--- src/rtl/dmem_arbiter_pkg.sv ---
// Shared types for the data-memory arbiter: FSM state and request bundle.
package Pipe_Buf_Reg_PKG;

  localparam int DMEM_AW        = 9;
  localparam int DMEM_DW        = 32;
  localparam int STARVE_MAX_DEF = 4;
  localparam int WAIT_W         = 4;

  typedef enum logic [0:0] {ARB, LOCKED} arb_state_t;

  // One memory access: used for the core side, the ext side and the memory port.
  typedef struct packed {
    logic               rd;
    logic               wr;
    logic [DMEM_AW-1:0] addr;
    logic [DMEM_DW-1:0] wdata;
    logic [2:0]         funct3;
  } dmem_req_t;

endpackage

--- src/rtl/dmem_arbiter_starve_counter.sv ---
// Saturating wait counter: clear wins over increment, holds at MAX.
module starve_counter
  import Pipe_Buf_Reg_PKG::*;
#(
  parameter int MAX = STARVE_MAX_DEF,
  parameter int W   = WAIT_W
) (
  input  logic         clk,
  input  logic         reset,
  input  logic         clr_i,
  input  logic         inc_i,
  output logic [W-1:0] cnt_o
);

  logic [W-1:0] cnt_q, cnt_d;

  // Next count: clear, saturating increment, or hold.
  always_comb begin
    cnt_d = cnt_q;
    if (clr_i)
      cnt_d = '0;
    else if (inc_i && (cnt_q != W'(MAX)))
      cnt_d = cnt_q + 1'b1;
  end

  // Count register, synchronous reset.
  always_ff @(posedge clk) begin
    if (reset) cnt_q <= '0;
    else       cnt_q <= cnt_d;
  end

  assign cnt_o = cnt_q;

endmodule

--- src/rtl/dmem_arbiter.sv ---
// Single-port data-memory arbiter: core has priority, external port is
// protected from starvation and can lock the memory for bulk transfers.
// Request bundles are sized by the package widths, so DM_ADDRESS/DATA_W
// are expected to match DMEM_AW/DMEM_DW.
module dmem_arbiter
  import Pipe_Buf_Reg_PKG::*;
#(
  parameter int DM_ADDRESS = DMEM_AW,
  parameter int DATA_W     = DMEM_DW,
  parameter int STARVE_MAX = STARVE_MAX_DEF
) (
  input  logic                  clk,
  input  logic                  reset,
  input  logic                  core_rd,
  input  logic                  core_wr,
  input  logic [DM_ADDRESS-1:0] core_addr,
  input  logic [DATA_W-1:0]     core_wdata,
  input  logic [2:0]            core_funct3,
  output logic [DATA_W-1:0]     core_rdata,
  output logic                  core_stall,
  input  logic                  ext_valid,
  input  logic                  ext_we,
  input  logic                  ext_lock,
  input  logic [DM_ADDRESS-1:0] ext_addr,
  input  logic [DATA_W-1:0]     ext_wdata,
  input  logic [2:0]            ext_funct3,
  output logic                  ext_ready,
  output logic                  ext_rvalid,
  output logic [DATA_W-1:0]     ext_rdata,
  output logic                  mem_rd,
  output logic                  mem_wr,
  output logic [DM_ADDRESS-1:0] mem_addr,
  output logic [DATA_W-1:0]     mem_wdata,
  output logic [2:0]            mem_funct3,
  input  logic [DATA_W-1:0]     mem_rdata
);

  arb_state_t          state_q, state_d;
  logic                core_req, core_gnt, ext_gnt, starved;
  logic [WAIT_W-1:0]   wait_cnt;
  logic                rvalid_q, rvalid_d;
  logic [DATA_W-1:0]   rdata_q, rdata_d;
  dmem_req_t           core_bus, ext_bus, mem_bus;

  assign core_req = core_rd | core_wr;
  assign starved  = (wait_cnt == WAIT_W'(STARVE_MAX));

  // Pack both requesters into the common bundle.
  always_comb begin
    core_bus        = '0;
    core_bus.rd     = core_rd;
    core_bus.wr     = core_wr;
    core_bus.addr   = core_addr;
    core_bus.wdata  = core_wdata;
    core_bus.funct3 = core_funct3;
    ext_bus         = '0;
    ext_bus.rd      = ~ext_we;
    ext_bus.wr      = ext_we;
    ext_bus.addr    = ext_addr;
    ext_bus.wdata   = ext_wdata;
    ext_bus.funct3  = ext_funct3;
  end

  // Arbitration FSM: grants and next state; no grant at all while in reset.
  always_comb begin
    state_d  = state_q;
    ext_gnt  = 1'b0;
    core_gnt = 1'b0;
    if (!reset) begin
      case (state_q)
        ARB: begin
          ext_gnt  = ext_valid & (~core_req | starved);
          core_gnt = core_req & ~ext_gnt;
          if (ext_gnt && ext_lock) state_d = LOCKED;
        end
        LOCKED: begin
          // Ext keeps ownership through the cycle lock drops.
          ext_gnt = ext_valid;
          if (!ext_lock) state_d = ARB;
        end
        default: state_d = ARB;
      endcase
    end
  end

  // State register.
  always_ff @(posedge clk) begin
    if (reset) state_q <= ARB;
    else       state_q <= state_d;
  end

  starve_counter #(.MAX(STARVE_MAX), .W(WAIT_W)) u_starve (
    .clk   (clk),
    .reset (reset),
    .clr_i (ext_gnt | (state_q == LOCKED)),
    .inc_i (ext_valid & ~ext_gnt),
    .cnt_o (wait_cnt)
  );

  // Memory port follows the winner; idle bus is all zeros.
  always_comb begin
    mem_bus = '0;
    if (ext_gnt)       mem_bus = ext_bus;
    else if (core_gnt) mem_bus = core_bus;
  end

  assign mem_rd     = mem_bus.rd;
  assign mem_wr     = mem_bus.wr;
  assign mem_addr   = mem_bus.addr;
  assign mem_wdata  = mem_bus.wdata;
  assign mem_funct3 = mem_bus.funct3;

  assign ext_ready  = ext_gnt;
  assign core_stall = core_req & ~core_gnt & ~reset;
  assign core_rdata = mem_rdata;

  // Ext read response: capture memory data one cycle after an ext read.
  always_comb begin
    rvalid_d = ext_gnt & ~ext_we;
    rdata_d  = rvalid_d ? mem_rdata : rdata_q;
  end

  // Response registers; reset drops any pending response.
  always_ff @(posedge clk) begin
    if (reset) begin
      rvalid_q <= 1'b0;
      rdata_q  <= '0;
    end else begin
      rvalid_q <= rvalid_d;
      rdata_q  <= rdata_d;
    end
  end

  assign ext_rvalid = rvalid_q;
  assign ext_rdata  = rdata_q;

endmodule

--- config.mk ---
export PLATFORM = sky130hd
export DESIGN_NAME = dmem_arbiter
export DESIGN_NICKNAME = d
export VERILOG_FILES = /design/src/rtl/dmem_arbiter_pkg.sv /design/src/rtl/dmem_arbiter_starve_counter.sv /design/src/rtl/dmem_arbiter.sv
export SDC_FILE = /design/constraint.sdc
export NUM_CORES = 1
export LEC_CHECK = 0
export ABC_AREA = 1
export ABC_CLOCK_PERIOD_IN_PS = 3000
export CORE_MARGIN = 2
export CORE_UTILIZATION = 35
export CTS_CLUSTER_DIAMETER = 60
export CTS_CLUSTER_SIZE = 28
export DETAILED_ROUTE_END_ITERATION = 7
export GPL_TIMING_DRIVEN = 0
export MAX_ROUTING_LAYER = met4
export PLACE_DENSITY = 0.94
export SKIP_CTS_REPAIR_TIMING = 1
export SYNTH_ARGS = -nofsm -noshare
export SYNTH_HDL_FRONTEND = slang
export SYNTH_HIERARCHICAL = 1
export SYNTH_SLANG_ARGS = --single-unit
--- constraint.sdc ---
create_clock -name clk -period 3 [get_ports clk]
set_clock_uncertainty 0.15 [all_clocks]
set_input_delay 0.6 -clock clk [delete_from_list [all_inputs] [get_ports clk]]
set_output_delay 0.6 -clock clk [all_outputs]
set_load 0.005 [all_outputs]
## Yosys cells after proc, flatten, opt, wreduce, memory -nomap -nowiden

Cells that the tools add are included.

- Flip-flop bits (word level): 38
- Logic and storage cells: 35
- Output and inout port bits: 113
- Input bits: 127

- Muxes and demuxes: 9
- Add/sub/neg operators: 1
- Bitwise gates (word level): 16
- Reductions and logical operators: 3
- Equality and inequality tests: 2

Operator list:

| kind | count |
|---|---|
| two-way mux 46 bit | 2 |
| NOT 1 bit | 7 |
| AND 1 bit | 6 |
| two-way mux 1 bit | 5 |
| adder 4 x 1 -> 4 bit (second input constant) | 1 |
| == test 4 x 3 -> 1 bit (second input constant) | 1 |
| inequality test 4 x 3 -> 1 bit (second input constant) | 1 |
| case mux 1 bit (2 select lines) | 2 |
| bitwise OR 1 bit | 3 |
| logical AND 1 bit | 2 |
| OR reduction 2 bit | 1 |

## Logic depth before layout (Yosys ltp)

Gate-level depths: netlist of run 1.

- Depth after elaboration: 11
- Depth in mapped cells: 12

## Hierarchy

Netlist of run 1, hierarchy kept.

Modules (own cells, without submodules):

| module | area each (um^2) | times used | cells an instance | seq. area each (um^2) |
|---|---|---|---|---|
| dmem_arbiter | 2,718.9 | 1 | 477 | 680.7 |
| starve_counter | 229.0 | 1 | 31 | 80.1 |

## Worst setup path before layout of run 1

Ideal clock, no wire load.

- Kind: input to output
- Start: in core_rd
- End: out mem_wdata[11]
- Data arrival time: 1,378 ps
- Path buffers: 2
- Data required time: 2,250 ps
- Path slack: 872 ps
- Stages on the path: 9
- Path through: nor2_4 nor2_4 nand2_4 nand2_1 inv_2 buf_4 buf_6 nand2_1 nand2_1

- Cells in the longest elaborated chain, start to end: 10

Ends and longest elaborated chain:

| element | line | RTL |
|---|---|---|
| from (decl) | dmem_arbiter.sv:14 | `input logic core_rd,` |
| bitwise OR 1 bit * | dmem_arbiter.sv:45 | `assign core_req = core_rd \| core_wr;` |
| NOT 1 bit | dmem_arbiter.sv:72 | `ext_gnt = ext_valid & (~core_req \| starved);` |
| bitwise OR 1 bit | dmem_arbiter.sv:72 |  |
| AND 1 bit | dmem_arbiter.sv:72 |  |
| NOT 1 bit | dmem_arbiter.sv:73 | `core_gnt = core_req & ~ext_gnt;` |
| AND 1 bit | dmem_arbiter.sv:73 |  |
| two-way mux 1 bit | dmem_arbiter.sv:70 | `case (state_q)` |
| two-way mux 1 bit | dmem_arbiter.sv:69 | `if (!reset) begin` |
| two-way mux 46 bit | dmem_arbiter.sv:104 | `else if (core_gnt) mem_bus = core_bus;` |
| two-way mux 46 bit * | dmem_arbiter.sv:103 | `if (ext_gnt) mem_bus = ext_bus;` |
| to (decl) | dmem_arbiter.sv:33 | `output logic [DATA_W-1:0] mem_wdata,` |

Every way passes the cells marked *; elsewhere a longest branch is shown, timed or not.

## Worst setup path in the final report of run 1

- Start: in core_wr
- End: out mem_wdata[0]

- Cells in the longest elaborated chain, start to end: 10

Ends and longest elaborated chain:

| element | line | RTL |
|---|---|---|
| from (decl) | dmem_arbiter.sv:15 | `input logic core_wr,` |
| bitwise OR 1 bit * | dmem_arbiter.sv:45 |  |
| NOT 1 bit | dmem_arbiter.sv:72 |  |
| bitwise OR 1 bit | dmem_arbiter.sv:72 |  |
| AND 1 bit | dmem_arbiter.sv:72 |  |
| NOT 1 bit | dmem_arbiter.sv:73 |  |
| AND 1 bit | dmem_arbiter.sv:73 |  |
| two-way mux 1 bit | dmem_arbiter.sv:70 |  |
| two-way mux 1 bit | dmem_arbiter.sv:69 |  |
| two-way mux 46 bit | dmem_arbiter.sv:104 |  |
| two-way mux 46 bit * | dmem_arbiter.sv:103 |  |

Marks and branches as above.

==> insert_results.sql, run 1 <==
INSERT INTO impl_metrics (metric_group, metric, value, unit) VALUES
('yosys', 'synth_edf_count', '0', ''),
('pwr', 'post-layout-total-power', '1.499', 'mW'),
('yosys', 'synth_async_sr_flop_share', '0', ''),
('yosys', 'mappedNetlistArea', '0.002948', 'mm²'),
('placed_design', 'final_weighted_congestion_in_routability_driven_placement', '0.8456', ''),
('floorplanning', 'initial_utilization', '0.3606', ''),
('clock_network', 'worstSkewPairLatency', '0.29', 'ns'),
('timing', 'slew_headroom', '0.6863', ''),
('final_layout', 'areaGrowthSynthToFinish', '92.15', '%'),
('yosys', 'synthesis.nets', '637', ''),
('timing', 'worst-slew-pin-transition', '0.4697', 'ns'),
('timing', 'grt_setup_unrepaired', 'true', ''),
('worst_setup_path', 'timing.critical_path.arrival', '2.24', 'ns'),
('run_status', 'outcome', 'finished, final reports clean', ''),
('worst_setup_path', 'cp_common_cell', 'nor2_4', ''),
('clock_network', 'cts_buffer_depth', '2', ''),
('worst_setup_path', 'critical_path.endpoint_type', 'output pin', ''),
('placed_design', 'numPortBuffers', '239', ''),
('detailed_routing', 'firstDrtPassIters', '4', ''),
('worst_setup_path', 'worstReg2RegStart', 'u_starve/cnt_o[0]$_SDFFE_PP0P_', ''),
('timing', 'maximum_achievable_frequency', '334.4', 'MHz'),
('yosys', 'syn_inst', '508', ''),
('timing', 'tns', '0', 'ns'),
('clock_network', 'h-tree-depth', '2', ''),
('detailed_routing', 'vias', '3941', ''),
('yosys', 'number_of_different_library_cells_in_the_post_synthesis_netlist', '26', ''),
('final_layout', 'post_route_cells_drive_above_1_share', '0.1271', ''),
('grt', 'grt_first_pass_wirelength', '17.13', 'mm'),
('detailed_routing', 'ant_nets', '0', ''),
('placed_design', 'detailed_place_hpwl', '9.677', 'mm'),
('clock_network', 'clockRootBuffer', 'clkbuf_8', ''),
('worst_setup_path', 'worstPathBufferInverterCount', '4', ''),
('worst_setup_path', 'worstPathRequired', '2.25', 'ns'),
('pwr', 'power.density', '264.7', 'mW/mm²'),
('grt', 'grt_antenna_before_repair', '0', ''),
('yosys', 'synth-seq-area-share', '0.2581', ''),
('worst_hold_path', 'worstHoldPathType', 'register to register', ''),
('detailed_routing', 'detailedRoute.firstIterationViolations', '148', ''),
('final_layout', 'num_antenna_cells', '0', ''),
('yosys', 'postSynth.topFlopCell', 'dfxtp_1', ''),
('worst_hold_path', 'worst_hold_path.endpoint', 'ext_rdata[18]$_SDFFE_PP0P_', ''),
('worst_setup_path', 'crit_chain', 'dlymetal6s2s_1 > nor2_4 > buf_4 > nor2_4 > clkbuf_4 > nand3_1 > nand2_1 > clkdlybuf4s50_1', ''),
('yosys', 'synthesis.area_per_instance', '5.803', 'µm²'),
('floorplanning', 'die_area', '0.009173', 'mm²'),
('worst_setup_path', 'crit_fanout', '10', ''),
('grt', 'overflow_left_after_global_routing', '0', ''),
('pwr', 'p_leak', '2.772', 'nW'),
('grt', 'grtUsageTotal', '0.2469', ''),
('worst_setup_path', 'critPathLaunchType', 'primary input', ''),
('placed_design', 'placement.setup.worst_slack', '-0.4561', 'ns'),
('floorplanning', 'core-area', '0.008175', 'mm²'),
('yosys', 'synth_seq_cells', '38', ''),
('clock_network', 'cts_num_sinks', '38', ''),
('grt', 'grt_pass1_vias', '3743', ''),
('pwr', 'vdd_ir_drop_max', '0.1443', 'mV'),
('worst_setup_path', 'r2r.worst_path.cells', '10', ''),
('worst_hold_path', 'hold_path_startpoint', 'ext_rdata[18]$_SDFFE_PP0P_', ''),
('clock_network', 'clock_tree_from_tritoncts', 'built', ''),
('clock_network', 'cts_inserted_buffers', '5', ''),
('final_layout', 'nets', '891', ''),
('detailed_routing', 'routedWlPerCell', '13.20', 'µm'),
('floorplanning', 'chipWidth', '95.78', 'µm'),
('detailed_routing', 'route.detailed.drc', '0', ''),
('worst_setup_path', 'timing.setup.critical_path_class', 'primary input to output pin', ''),
('timing', 'period_share', '0.9968', ''),
('final_layout', 'n_fill_cell', '709', ''),
('yosys', 'synth_warnings', '6', ''),
('run', 'maxCapViolations', '0', ''),
('timing', 'finalWorstPathRequiredPeriod', '2.990', 'ns'),
('detailed_routing', 'post_drt_via_cell_ratio', '4.540', ''),
('worst_setup_path', 'setup.reg_to_reg.worst_slack', '1.13', 'ns');
worst max-delay path by stage:
| stage | startpoint | end | slack, ns | cells after the start |
|---|---|---|---|---|
| after floorplan | core_rd | mem_wdata[11] | 0.87 | 9 |
| after global placement | reset | mem_wdata[12] | -0.43 | 9 |
| after detailed placement | reset | mem_wdata[15] | -0.46 | 9 |
| after CTS | reset | mem_wdata[15] | -0.47 | 9 |
| after global routing | core_wr | mem_funct3[2] | -0.06 | 8 |
| final | core_wr | mem_wdata[0] | 0.01 | 8 |
synthesized netlist by cell type, types with 4 or more instances:
master,instances,area [µm²]
buf_2,17,85.08
nand2_1,161,604.3
nand3_1,47,235.2
inv_2,12,45.04
nor2_4,4,45.04
buf_6,4,45.04
dfxtp_1,38,760.7
buf_4,34,255.2
clkbuf_1,4,15.01
nand4_1,34,212.7
nor2_1,41,153.9
inv_1,94,352.8
placed cells by master (no fill, tap or decap):
cell type          n
nor2_4             5
or2_1              1
nand2_1          161
clkbuf_8           6
buf_6              6
clkinv_2           1
dfxtp_1           37
ha_1               2
o21ai_0            2
clkinvlp_4         2
nand4_1           34
nand2_4            1
o21ai_2            1
clkdlybuf4s50_1  234
a31oi_1            1
nand3_4            1
nor3_1             1
clkbuf_4           1
inv_2             13
dlymetal6s2s_1     5
nand2_2            1
nor2_1            41
inv_1             93
buf_2             14
nand3_2            1
buf_4             42
buf_1              2
nor3b_1            1
dfxtp_2            1
clkbuf_1           4
nor2_2             1
nand3_1           47
final cells by class:
cell class,instances,area (µm²),area share
timing repair buffer,248,2472,0.4365
clock inverter,2,12.51,0.002209
inverter,107,405.4,0.07157
tap,105,131.4,0.02319
clock buffer,6,82.58,0.01458
sequential,38,762.0,0.1345
buffer,60,415.4,0.07334
multi-input combinational,302,1383,0.2441
per-layer routing:
| metal | track usage | share of wire | wire length [µm] | vias to the layer above |
|---|---|---|---|---|
| met4 | 0.09405 | 0.029 | 333 | 0 |
| li1 | - | - | - | 1998 |
| met1 | 0.2418 | 0.35 | 4059 | 1734 |
| met5 | - | 0 | 0 | - |
| met2 | 0.4819 | 0.55 | 6282 | 183 |
| met3 | 0.03994 | 0.068 | 780 | 26 |
report_power, final:
group          switching, mW  total (mW)  internal [mW]
Clock                  0.188       0.373          0.185
Combinational          0.226       0.597          0.371
Sequential            0.0100       0.529          0.519
worst reg2reg max path, delay by kind of cell (launching register included):
kind / cells / cell delay [ns]
DFF: 1 / 0.41
AOI/OAI and AO/OA: 1 / 0.19
and+or+nand+nor: 7 / 0.81
buffers and inverters: 2 / 0.22
cells by family (layout without fill, tap and decap cells):
group,Yosys count,in the layout,synth area share
AO/OA/AOI/OAI,4,4,0.008491
adder cells (fa/ha/maj),2,2,0.008488
buffers and inverters,168,423,0.2746
flip-flops,38,38,0.2581
AND/OR/NAND/NOR,296,296,0.4503
registers in the layout (all words and copies together), names as in the netlist:
register        cells
u_starve/cnt_o      4
ext_rdata          32
state_q             1
ext_rvalid          1
stage by stage:
| step | instance area [µm²] | utilization | hold slack [ns] | instances |
|---|---|---|---|---|
| 3_5_place_dp | 5472 | 0.6693 | 0.3500 | 852 |
| 2_1_floorplan | 2948 | - | 0.3465 | 508 |
| 5_1_grt | 5664 | 0.6928 | 0.3956 | 868 |
| 4_1_cts | 5567 | 0.6809 | 0.3648 | 860 |
| 3_3_place_gp | 5472 | 0.6693 | 0.3440 | 852 |
| 6_report | 5664 | 0.6928 | 0.3658 | 868 |
Power figures use the tool's default switching activity.
==> run 2, diff against run 1 <==
--- a/config.mk
+++ b/config.mk
@@ -6,15 +6,15 @@
 export NUM_CORES = 1
 export LEC_CHECK = 0
 export ABC_AREA = 1
-export ABC_CLOCK_PERIOD_IN_PS = 3000
+export ABC_CLOCK_PERIOD_IN_PS = 3150
 export CORE_MARGIN = 2
-export CORE_UTILIZATION = 35
+export CORE_UTILIZATION = 33
 export CTS_CLUSTER_DIAMETER = 60
 export CTS_CLUSTER_SIZE = 28
 export DETAILED_ROUTE_END_ITERATION = 7
 export GPL_TIMING_DRIVEN = 0
 export MAX_ROUTING_LAYER = met4
-export PLACE_DENSITY = 0.94
+export PLACE_DENSITY = 0.89
 export SKIP_CTS_REPAIR_TIMING = 1
 export SYNTH_ARGS = -nofsm -noshare
 export SYNTH_HDL_FRONTEND = slang
==> constraint.sdc (replaced) <==
create_clock -name clk -period 3.15 [get_ports clk]
set_clock_uncertainty 0.15 [all_clocks]
set_input_delay 0.63 -clock clk [delete_from_list [all_inputs] [get_ports clk]]
set_output_delay 0.63 -clock clk [all_outputs]
set_load 0.005 [all_outputs]
==> run 2 against run 1 <==
Final area rose by 0.57%. Routed wire length decreased by 2.6%. Clock-buffer cell count is 1 lower. Sequential share of layout area decreased by 0.099 points. Hold slack worse by 0.0062 ns. Clock power rose by 34%. Worst setup slack gained 0.095 ns. Die area rose by 5.8%. Critical path depth is 2 lower. Cell count grew 0.35%. Power grew 4.3%. Largest power group unchanged.
==> insert_results.sql, run 2 (same netlist as run 1, synthesis figures left out) <==
INSERT INTO impl_metrics (metric_group, metric, value, unit) VALUES
('clock_network', 'worstSkewPairLatency', '0.28', 'ns'),
('floorplanning', 'chipWidth', '98.52', 'µm'),
('final_layout', 'largest_register_ff_count', '32', ''),
('clock_network', 'clock_tree_from_tritoncts', 'built', ''),
('timing', 'tns', '0', 'ns'),
('detailed_routing', 'vias', '3896', ''),
('timing', 'maximum_achievable_frequency', '328.4', 'MHz'),
('pwr', 'vdd_ir_drop_max', '0.1579', 'mV'),
('worst_setup_path', 'critical_path.endpoint_type', 'output pin', ''),
('clock_network', 'cts_num_sinks', '38', ''),
('timing', 'grt_setup_unrepaired', 'false', ''),
('pwr', 'post-layout-total-power', '1.565', 'mW'),
('detailed_routing', 'routedWlPerCell', '12.81', 'µm'),
('floorplanning', 'std_cell_rows', '34', ''),
('final_layout', 'layout_commonest_cell', 'clkdlybuf4s50_1', ''),
('clock_network', 'cts_buffer_depth', '2', ''),
('run_status', 'outcome', 'finished, final reports clean', ''),
('pwr', 'power.density', '274.6', 'mW/mm²'),
('floorplanning', 'initial_utilization', '0.3397', ''),
('timing', 'setup-violations-final', '0', ''),
('detailed_routing', 'detailedRoute.firstIterationViolations', '185', ''),
('final_layout', 'n_fill_cell', '748', ''),
('detailed_routing', 'firstDrtPassIters', '4', ''),
('final_layout', 'areaGrowthSynthToFinish', '93.25', '%'),
('worst_setup_path', 'crit_fanout', '10', ''),
('worst_hold_path', 'worst_hold_path.endpoint', 'ext_rdata[13]$_SDFFE_PP0P_', ''),
('grt', 'grt_pass1_vias', '3779', ''),
('worst_setup_path', 'timing.setup.critical_path_class', 'primary input to output pin', ''),
('placed_design', 'numPortBuffers', '239', ''),
('timing', 'final_hold_vios', '0', ''),
('final_layout', 'final_cell_mix', 'clkdlybuf4s50_1 (233), nand2_1 (161), inv_1 (94)', ''),
('worst_setup_path', 'timing.critical_path.arrival', '2.27', 'ns'),
('floorplanning', 'core-area', '0.008678', 'mm²'),
('clock_network', 'clockRootBuffer', 'clkbuf_8', ''),
('final_layout', 'num_antenna_cells', '0', ''),
('worst_setup_path', 'critPathLaunchType', 'primary input', ''),
('detailed_routing', 'met3_length', '733', 'µm'),
('worst_setup_path', 'rr_endpoint', 'u_starve/cnt_o[0]$_SDFFE_PP0P_', ''),
('detailed_routing', 'dr.max_layer_used', 'met4', ''),
('clock_network', 'path_clk_slew', '0.08', 'ns'),
('placed_design', 'final_weighted_congestion_in_routability_driven_placement', '0.8847', ''),
('detailed_routing', 'met1_length', '4.143', 'mm'),
('final_layout', 'post_route_cells_drive_above_1_share', '0.1258', ''),
('final_layout', 'nets', '891', ''),
('detailed_routing', 'route.detailed.drc', '0', ''),
('worst_setup_path', 'worstPathRequired', '2.37', 'ns'),
('detailed_routing', 'post_drt_via_cell_ratio', '4.473', ''),
('detailed_routing', 'postRouteWirelength', '11.16', 'mm'),
('worst_hold_path', 'worstHoldPathType', 'register to register', ''),
('grt', 'grt_antenna_before_repair', '0', ''),
('worst_hold_path', 'hold_path_startpoint', 'ext_rdata[13]$_SDFFE_PP0P_', ''),
('clock_network', 'cts_inserted_buffers', '5', ''),
('grt', 'overflow_left_after_global_routing', '0', ''),
('grt', 'grtUsageTotal', '0.2205', ''),
('grt', 'grt_first_pass_wirelength', '17.13', 'mm'),
('worst_hold_path', 'hold_path_depth', '4', ''),
('floorplanning', 'chipHeight', '98.52', 'µm'),
('pwr', 'p_leak', '2.794', 'nW'),
('detailed_routing', 'ant_nets', '0', ''),
('worst_setup_path', 'worstReg2RegStart', 'u_starve/cnt_o[0]$_SDFFE_PP0P_', ''),
('run', 'maxCapViolations', '0', ''),
('timing', 'final_max_slew_viol_count', '0', ''),
('placed_design', 'detailed_place_hpwl', '9.339', 'mm'),
('final_layout', 'final_core_utilization', '0.6564', ''),
('timing', 'slew_headroom', '0.6447', ''),
('worst_setup_path', 'r2r.worst_path.cells', '10', ''),
('worst_setup_path', 'startpoint', 'ext_we', ''),
('floorplanning', 'num_io_pins', '240', ''),
('worst_setup_path', 'setup.reg_to_reg.worst_slack', '1.29', 'ns'),
('detailed_routing', 'wl_met2', '6.015', 'mm'),
('floorplanning', 'die_area', '0.009705', 'mm²'),
('timing', 'worst-slew-pin-transition', '0.5320', 'ns'),
('final_layout', 'finalInstanceArea', '0.005697', 'mm²'),
('grt', 'grt_max_degree', '14', ''),
('clock_network', 'h-tree-depth', '2', ''),
('timing', 'period_share', '0.9667', ''),
('timing', 'finalWorstPathRequiredPeriod', '3.045', 'ns'),
('placed_design', 'postPlaceCellArea', '0.005475', 'mm²');
## run 2: final cells by class
| class | count | area, µm² | share of cell area |
|---|---|---|---|
| Timing Repair Buffer | 246 | 2452 | 0.4305 |
| Multi-Input combinational cell | 303 | 1389 | 0.2438 |
| Sequential cell | 38 | 760.7 | 0.1335 |
| Buffer | 61 | 416.7 | 0.07314 |
| Inverter | 107 | 405.4 | 0.07116 |
| Tap cell | 108 | 135.1 | 0.02372 |
| Clock buffer | 5 | 68.82 | 0.01208 |
| Clock inverter | 3 | 68.82 | 0.01208 |
## run 2: worst max-delay path by stage
stage / depth (start not counted) / endpoint / slack (ns)
after CTS: 9 / mem_wdata[11] / -0.39
final: 6 / mem_rd / 0.10
after global placement: 9 / mem_wdata[11] / -0.34
after floorplan: 9 / mem_wdata[11] / 0.96
after global routing: 11 / mem_wdata[17] / 0.007
after detailed placement: 9 / mem_wdata[11] / -0.39
## run 2: per-stage QoR
stage                     worst slack, ns  hold slack, ns  std cells
after floorplan                    0.9619          0.3465        508
after global placement            -0.3382          0.3457        855
after detailed placement          -0.3892          0.3442        855
after CTS                         -0.3927          0.3595        863
after global routing             0.006710          0.3897        871
final                              0.1049          0.3596        871
## run 2: critical path, stage by stage
cell and delay (ns):
clkdlybuf4s50_1 0.55, clkinvlp_4 0.18, nand3_4 0.14, buf_2 0.22, nand2_1 0.07, clkdlybuf4s50_1 0.47
## run 2: layer usage
metal | global-route usage | vias up
li1 | - | 2001
met1 | 0.2111 | 1719
met2 | 0.4286 | 160
met3 | 0.04965 | 16
met4 | 0.07798 | 0
met5 | - | -
## run 2: where the power goes
group	internal [mW]	total, mW	switching (mW)
logic	0.350	0.563	0.213
registers	0.494	0.504	0.00966
clock network	0.317	0.498	0.181
